### src/rtl/cpu_pkg.sv
// Shared types and widths for the fetch front end.
package cpu_pkg;

    typedef enum logic [1:0] {
        IDLE,
        LOAD,
        RUN,
        HALT
    } fetch_state_t;

    localparam int INSTR_BYTES = 4;
    localparam int IMM_W       = 16;
    localparam int JIDX_W      = 26;

endpackage

### src/rtl/next_pc_calc.sv
// Combinational next-PC selection: jump beats taken branch beats fall-through.
module next_pc_calc
    import cpu_pkg::*;
(
    input  logic [31:0]       pc,
    input  logic              branch_taken,
    input  logic [IMM_W-1:0]  branch_imm,
    input  logic              jump,
    input  logic [JIDX_W-1:0] jump_index,
    output logic [31:0]       next_pc,
    output logic [31:0]       pc_plus4
);

    logic [31:0] w_branchOffset;
    logic [31:0] w_branchTarget;
    logic [31:0] w_jumpTarget;

    assign pc_plus4 = pc + 32'(INSTR_BYTES);

    // Immediate is a word offset relative to the following instruction.
    assign w_branchOffset = {{(32-IMM_W-2){branch_imm[IMM_W-1]}}, branch_imm, 2'b00};
    assign w_branchTarget = pc_plus4 + w_branchOffset;
    assign w_jumpTarget   = {pc_plus4[31:28], jump_index, 2'b00};

    always_comb begin
        next_pc = pc_plus4;
        if (jump) begin
            next_pc = w_jumpTarget;
        end else if (branch_taken) begin
            next_pc = w_branchTarget;
        end
    end

endmodule

### src/rtl/pc_fetch_unit.sv
// Program counter and fetch sequencer feeding the instruction memory.
module pc_fetch_unit
    import cpu_pkg::*;
#(
    parameter logic [31:0] RESET_PC   = 32'h0,
    parameter logic [31:0] PROG_BYTES = 32'd80,
    parameter int          CNT_W      = 16
) (
    input  logic              clk,
    input  logic              rst_n,
    input  logic              start,
    input  logic              stall,
    input  logic              branch_taken,
    input  logic [IMM_W-1:0]  branch_imm,
    input  logic              jump,
    input  logic [JIDX_W-1:0] jump_index,
    output logic [31:0]       pc_out,
    output logic [31:0]       pc_plus4,
    output logic              imem_load,
    output logic              fetch_valid,
    output logic              done,
    output logic [CNT_W-1:0]  instr_count
);

    localparam logic [CNT_W-1:0] CNT_ONE = {{(CNT_W-1){1'b0}}, 1'b1};

    fetch_state_t     r_state;
    logic [31:0]      r_pc;
    logic             r_imemLoad;
    logic             r_fetchValid;
    logic             r_done;
    logic [CNT_W-1:0] r_instrCount;
    logic [31:0]      w_nextPc;
    logic [31:0]      w_pcPlus4;

    next_pc_calc u_nextPc (
        .pc           (r_pc),
        .branch_taken (branch_taken),
        .branch_imm   (branch_imm),
        .jump         (jump),
        .jump_index   (jump_index),
        .next_pc      (w_nextPc),
        .pc_plus4     (w_pcPlus4)
    );

    // All flags are registered alongside the state so they change only on the clock.
    always_ff @(posedge clk) begin
        if (!rst_n) begin
            r_state      <= IDLE;
            r_pc         <= RESET_PC;
            r_imemLoad   <= 1'b0;
            r_fetchValid <= 1'b0;
            r_done       <= 1'b0;
            r_instrCount <= '0;
        end else begin
            case (r_state)
                IDLE, HALT: begin
                    if (start) begin
                        r_state      <= LOAD;
                        r_pc         <= RESET_PC;
                        r_imemLoad   <= 1'b1;
                        r_fetchValid <= 1'b0;
                        r_done       <= 1'b0;
                        r_instrCount <= '0;
                    end
                end
                LOAD: begin
                    r_state      <= RUN;
                    r_imemLoad   <= 1'b0;
                    r_fetchValid <= 1'b1;
                end
                RUN: begin
                    if (!stall) begin
                        if (r_instrCount != {CNT_W{1'b1}}) begin
                            r_instrCount <= r_instrCount + CNT_ONE;
                        end
                        // Leaving the image halts with the PC parked on the last fetched word.
                        if (w_nextPc >= PROG_BYTES) begin
                            r_state      <= HALT;
                            r_fetchValid <= 1'b0;
                            r_done       <= 1'b1;
                        end else begin
                            r_pc <= w_nextPc;
                        end
                    end
                end
            endcase
        end
    end

    assign pc_out      = r_pc;
    assign pc_plus4    = w_pcPlus4;
    assign imem_load   = r_imemLoad;
    assign fetch_valid = r_fetchValid;
    assign done        = r_done;
    assign instr_count = r_instrCount;

endmodule

### config.mk
export PLATFORM = sky130hd
export DESIGN_NAME = pc_fetch_unit
export DESIGN_NICKNAME = d
export VERILOG_FILES = /design/src/rtl/cpu_pkg.sv /design/src/rtl/next_pc_calc.sv /design/src/rtl/pc_fetch_unit.sv
export SDC_FILE = /design/constraint.sdc
export NUM_CORES = 1
export LEC_CHECK = 0
export ABC_AREA = 1
export BUFFER_PORTS_ARGS = -buffer_cell sky130_fd_sc_hd__buf_2
export CAP_MARGIN = 20
export CORE_ASPECT_RATIO = 0.5
export CORE_UTILIZATION = 25
export CTS_CLUSTER_DIAMETER = 40
export CTS_CLUSTER_SIZE = 24
export DETAILED_ROUTE_END_ITERATION = 8
export SYNTH_ARGS = -nofsm -noshare
export SYNTH_HDL_FRONTEND = slang
export SYNTH_SLANG_ARGS = --single-unit
export TNS_END_PERCENT = 100
### constraint.sdc
create_clock -name clk -period 3.6 [get_ports clk]
set_input_delay 0.72 -clock clk [delete_from_list [all_inputs] [get_ports clk]]
set_output_delay 0.72 -clock clk [all_outputs]
set_load 0.05 [all_outputs]
### Word level (Yosys, flattened, before mapping)

Cells that the tools add are included.

| word-level totals | value |
|---|---|
| input port bits | 48 |
| output and inout port bits | 83 |
| word-level logic and storage cells | 51 |
| flip-flop bits (word level) | 53 |

| operators by class | value |
|---|---|
| eq/ne operators | 9 |
| mux-type cells | 23 |
| order comparisons | 1 |
| add/sub/neg operators | 3 |
| reductions and logical operators | 9 |

Operators by type and width:

| kind | count |
|---|---|
| two-way mux 32 bit | 5 |
| case mux 32 bit (2 select lines) | 1 |
| two-way mux 16 bit | 3 |
| adder 32 x 3 -> 32 bit (second input constant) | 1 |
| adder 32 bit | 1 |
| greater-or-equal comparator 32 x 7 -> 1 bit (second input constant) | 1 |
| case mux 16 bit (2 select lines) | 1 |
| adder 16 x 1 -> 16 bit (second input constant) | 1 |
| inequality test 16 bit (second input constant) | 1 |
| AND reduction 4 bit | 3 |
| inequality test 2 bit (second input constant) | 5 |
| two-way mux 1 bit | 6 |
| two-way mux 2 bit | 3 |
| case mux 2 bit (3 select lines) | 1 |
| equality test 2 bit (second input constant) | 2 |
| case mux 1 bit (2 select lines) | 2 |
| nonzero test 2 bit | 2 |
| case mux 1 bit (3 select lines) | 1 |
| AND reduction 3 bit | 1 |
| equality test 2 x 1 -> 1 bit (second input constant) | 1 |
| zero test 2 bit | 1 |
| AND reduction 2 bit | 1 |
| OR reduction 2 bit | 1 |

### Depth between registers and ports, before layout

| depth | value |
|---|---|
| depth after elaboration | 8 |
| depth in mapped cells | 32 |
| gate-level depth less buffers | 31 |

### Modules after synthesis

Synthesis repeated with hierarchy kept, for this count alone.

| second synthesis, totals | value |
|---|---|
| cells, all modules | 1,120 |
| area, all modules | 6,140.9 sq um |

By module, submodules not included:

| module | cells an instance | area each (sq um) | sequential area each (sq um) | instances |
|---|---|---|---|---|
| next_pc_calc | 745 | 3,657.3 | 0.0 | 1 |
| pc_fetch_unit | 375 | 2,483.6 | 1,061.0 | 1 |

### Worst setup path before layout

No wires, ideal clock.

| timing | value |
|---|---|
| path type | register -> register |
| start | reg r_pc[3], in the netlist pc_out[3] |
| end | reg r_pc[24], in the netlist pc_out[24] |
| data required time | 3,462 ps |
| clock period less this slack | 4,411 ps |
| setup time | 138 ps |
| stages on the path, launching flop included | 27 |
| buffers on the path | 1 |
| arrival time | 4,273 ps |
| path slack | -811 ps |
| cell sequence | dfxtp_1 -> ha_1 -> nand3_1 -> nor2_1 -> xor2_1 -> ha_1 -> nand2_1 -> inv_1 -> a21oi_1 -> nand2_1 -> nand2_1 -> nand2_1 -> nand2_1 -> nand3_1 -> nand3_1 -> nand2_1 -> nand2_1 -> nand2_1 -> inv_1 -> nand2_1 -> nor2_2 -> nand2_4 -> nand2_8 -> nand2_8 -> buf_8 -> nand2_2 -> nor2_1 |

| on the way | value |
|---|---|
| word-level cells in the longest chain between the ends | 7 |
| elaborated cells between the ends (all ways) | 10 |
| classes of those cells | add/sub: 2; order compare: 1; eq/ne: 1; mux: 5; reduce/logical: 1 |

RTL lines:

| element | line | RTL |
|---|---|---|
| start: declaration | pc_fetch_unit.sv:28 | `logic [31:0] r_pc;` |
| start signal: assignment | pc_fetch_unit.sv:83 | `r_pc <= w_nextPc;` |
| adder 32 x 3 -> 32 bit (*) | next_pc_calc.sv:18 | `assign pc_plus4 = pc + 32'(INSTR_BYTES);` |
| named net pc_plus4[8] | pc_fetch_unit.sv:18 | `output logic [31:0] pc_plus4,` |
| adder 32 bit | next_pc_calc.sv:22 | `assign w_branchTarget = pc_plus4 + w_branchOffset;` |
| two-way mux 32 bit (*) | next_pc_calc.sv:29 | `end else if (branch_taken) begin` |
| two-way mux 32 bit (*) | next_pc_calc.sv:27 | `if (jump) begin` |
| greater-or-equal comparator 32 x 7 -> 1 bit or two-way mux 32 bit (tied branches) | pc_fetch_unit.sv:78 | `if (w_nextPc >= PROG_BYTES) begin` |
| inequality test 2 bit (no line) or two-way mux 32 bit (tied branches) | - |  |
| AND reduction 4 bit (no line) or case mux 32 bit (2 select lines) (tied branches) | - |  |

The timed path passes the listed nets; every way through them passes the cells marked *. The select of a mux whose other input is x is not followed.
A chain may end at the register's enable or synchronous reset.

### Worst setup path in the final report

| timing | value |
|---|---|
| start | reg r_pc[3], in the netlist pc_out[3] |
| end | reg r_pc[2], in the netlist pc_out[2] |

| on the way | value |
|---|---|
| word-level cells in the longest chain between the ends | 7 |

RTL lines:

| element | line |
|---|---|
| adder 32 x 3 -> 32 bit (*) | next_pc_calc.sv:18 |
| adder 32 bit | next_pc_calc.sv:22 |
| two-way mux 32 bit | next_pc_calc.sv:29 |
| two-way mux 32 bit (*) | next_pc_calc.sv:27 |
| greater-or-equal comparator 32 x 7 -> 1 bit (*) | pc_fetch_unit.sv:78 |
| inequality test 2 bit (no line) (*) | - |
| AND reduction 4 bit (no line) (*) | - |

Mark *: on every way between the ends. The rest lies on a longest branch, timed or not.

==> flow_summary.ini <==
[worst_setup_path]
timing.critical_path.slowest_cell_delay_ns = 0.39
cp_slowest_cell = dfxtp_4
r2r-start = pc_out[3]$_SDFFE_PN0P_
worstSetupPathType = reg -> reg
crit_path_end_kind = register
critPathLaunch = pc_out[3]$_SDFFE_PN0P_
cp-start-kind = register
worst-path-max-fanout = 7
cp_num_buf_inv = 2
crit_required_ns = 3.79
arrival_ns = 3.73
crit_family = simple AND/OR/NAND/NOR gates
worst_path_most_repeated_cell = nand2_1

[synthesis]
post_synth_num_cell_types = 44
synth_top_area_share_pct = 25.6
yosysMostFrequentCell = nand2_1
synthTopCellsByCount = nand2_1 (421), inv_1 (187), nor2_1 (110), nand3_1 (106), dfxtp_1 (53)
syn-cell-area_um2 = 6170
synth_nets = 1224
async_flop_share_pct = 0
synth-seq-area-share_pct = 17.2
netlist_top_cells_area = nand2_1 (26%), dfxtp_1 (17%), inv_1 (11%)
synth_top_area_cell = nand2_1
synth_ff_type = dfxtp_1
synth-seq-cells = 53
synth_edf_count = 0
synth_area_per_cell_um2 = 5.43
netlist_instances = 1136
yosysWarningCount = 0

[detailed_routing]
vias = 7682
post-route-drc-count = 0
ant_nets = 0
wl_um = 22600
viasPerCell = 4.44
dr.pass1.iters = 5
wire_per_inst_um = 13.1
drtIter0Drc = 390

[sta]
drv_slew = 0
setup_viol = 0
hold_violations = 0
rsz0062_at_grt = yes
worst_slew_pin_slew_ns = 0.816
fin_ws_ns = 0.0548
max_slew_margin_pct = 45.6
fin_crit_sh_pct = 98.5
fin_crit_ns = 3.55
fin_skew_ns = 0.0116
fmax_mhz = 282

[clocking]
clkTransAtPathRegs_ns = 0.07
cts_buffers = 5
clockBufferDepth = 2
cts_tree = done
cts.sinks = 53
root_buffer = clkbuf_16
clk_latency_ns = 0.29
cts_htree_levels = 2

[layout]
final_net_count = 1481
insertedDiodeCount = 0
nFillCells = 2618
syn2layout_area_growth_pct = 55.3
fin_cells = 1730
drive_above_1_share_pct = 41.4

[power]
combPwrFrac_pct = 57.5
vdd_drop_max_mv = 0.224
sequentialPowerShare_pct = 24.9
switchingPower_mw = 1.25
power.density_nw_per_um2 = 281
swShare_pct = 46.5
intPower_mw = 1.44
power_leakage_nw = 4.95
pwr-share-clk_pct = 17.6

[floorplan]
ios = 131
fp-row-count = 40
die_area_um2 = 25300
dieHeight_um = 113
die_x_um = 224
core_area_um2 = 24100
initial_core_util_pct = 25.6

[global_routing]
grt_first_pass_wirelength_um = 34600
antenna_found_initial = 0
grt_max_degree = 29
grt_overflow = 0
grt_pass1_vias = 6856
grt_usage_pct = 17.0

[worst_hold_path]
hp-start = done$_SDFFE_PN0P_
min_path_type = reg -> reg

[placed_design]
place_inst = 1702
pre_cts_ws_ns = -0.140
gp_congestion = 0.946
dp_hpwl_um = 18400
port_buffers = 130

[job]
cap_violations = 0

[outcome]
status = finished clean
==> worst register-to-register path, cell delays in order (launching register included) <==
cell	delay (ns)
dfxtp_4	0.39
ha_4	0.16
nand2_1	0.07
nor2_2	0.11
nand2_2	0.12
nor2_4	0.16
nand3_4	0.11
xor2_4	0.22
ha_4	0.26
nand2_1	0.07
nand2_1	0.11
a21oi_2	0.15
nand2_2	0.09
a21oi_2	0.18
buf_4	0.13
nand3_2	0.08
nand4_1	0.08
nand2_1	0.06
nor2_2	0.11
nand2_1	0.07
nor2_2	0.14
nand2_4	0.11
nand2_8	0.15
buf_12	0.13
nand3_1	0.06
nand2_1	0.08
nor2_1	0.04
==> logic make-up (layout without fill, tap and decap cells) <==
group / count (synthesis) / count (layout) / share of synthesized area, %
XOR/XNOR: 10 / 10 / 1.42
AO/OA/AOI/OAI: 80 / 80 / 7.30
flip-flops: 53 / 53 / 17.2
AND/OR/NAND/NOR: 736 / 737 / 51.8
adder cells (fa/ha/maj): 40 / 40 / 8.24
buffers and inverters: 217 / 474 / 14.0
==> flip-flops by register name, indices dropped and copies added (netlist names) <==
register and cells:
instr_count 16, done 1, pc_out 32, imem_load 1
r_state 2, fetch_valid 1
==> cells in the final DEF (no fill, tap or decap), drive strengths merged <==
| cell | n |
|---|---|
| and2 | 4 |
| o31ai | 1 |
| inv | 191 |
| o21a | 2 |
| nand3 | 107 |
| o311a | 1 |
| xor2 | 8 |
| o221ai | 1 |
| a21oi | 48 |
| clkbuf | 5 |
| nand2 | 440 |
| a21o | 1 |
| a221oi | 1 |
| o21bai | 3 |
| nor4 | 1 |
| a31oi | 2 |
| ha | 39 |
| nand3b | 5 |
| or2 | 17 |
| o21ai | 13 |
| nor2 | 134 |
| clkinvlp | 3 |
| buf | 271 |
| a21boi | 2 |
| xnor2 | 2 |
| a211oi | 5 |
| nor3 | 13 |
| clkinv | 4 |
| fa | 1 |
| nand4 | 16 |
| dfxtp | 53 |
==> per-stage QoR <==
| step | utilization (%) | total power [mW] | hold slack (ns) | setup TNS [ns] | cell area (um2) |
|---|---|---|---|---|---|
| after floorplan | - | 1.70 | 0.468 | 0 | 6380 |
| after detailed placement | 34.2 | 2.06 | 0.449 | -4.12 | 8250 |
| after CTS | 35.7 | 2.61 | 0.459 | 0 | 8610 |
| final | 39.7 | 2.69 | 0.468 | 0 | 9580 |
| after global routing | 39.7 | 2.89 | 0.488 | -6.09 | 9580 |
| after global placement | 34.2 | 2.06 | 0.450 | -1.99 | 8250 |
==> worst paths after layout <==
check	slack, ns	cells past startpoint	to
max	0.05	26	pc_out[2]$_SDFFE_PN0P_
min	0.47	2	done$_SDFFE_PN0P_
max reg2reg	0.05	26	pc_out[2]$_SDFFE_PN0P_
min reg2reg	0.47	2	done$_SDFFE_PN0P_
==> power groups by stage <==
| stage | Clock [mW] | Combinational [mW] | Sequential (mW) |
|---|---|---|---|
| floorplan | 0 | 0.922 | 0.782 |
| global placement | 0 | 1.38 | 0.682 |
| detailed placement | 0 | 1.38 | 0.683 |
| CTS | 0.492 | 1.44 | 0.674 |
| global route | 0.518 | 1.69 | 0.675 |
| finish | 0.475 | 1.55 | 0.669 |
==> layer usage <==
metal | global-route usage (%) | share of wire [%] | up-vias
li1 | - | - | 4036
met3 | 1.01 | 2.9 | 33
met1 | 22.9 | 47 | 3481
met2 | 29.4 | 48 | 132
met5 | 0 | 0 | -
met4 | 5.16 | 3.0 | 0
==> final cells by class <==
class	count	area [um2]	share of cell area, %
repair buffers	271	1730	18.0
clock buffers	5	125	1.31
multi-input cells	867	5390	56.3
well taps	336	420	4.39
inverters	195	747	7.80
flip-flops and latches	53	1150	12.0
clock inverters	3	20.0	0.209
==> repair_timing <==
| item | in CTS | in global routing |
|---|---|---|
| gates cloned | 1 | 0 |
| endpoints found under the setup margin | 36 | 36 |
| hold buffers | 0 | 0 |
| resized for setup | 41 | 203 |
| pin swaps | 6 | 86 |
| buffers inserted | 2 | 17 |
Note: power is estimated with default switching activity, not from simulation.
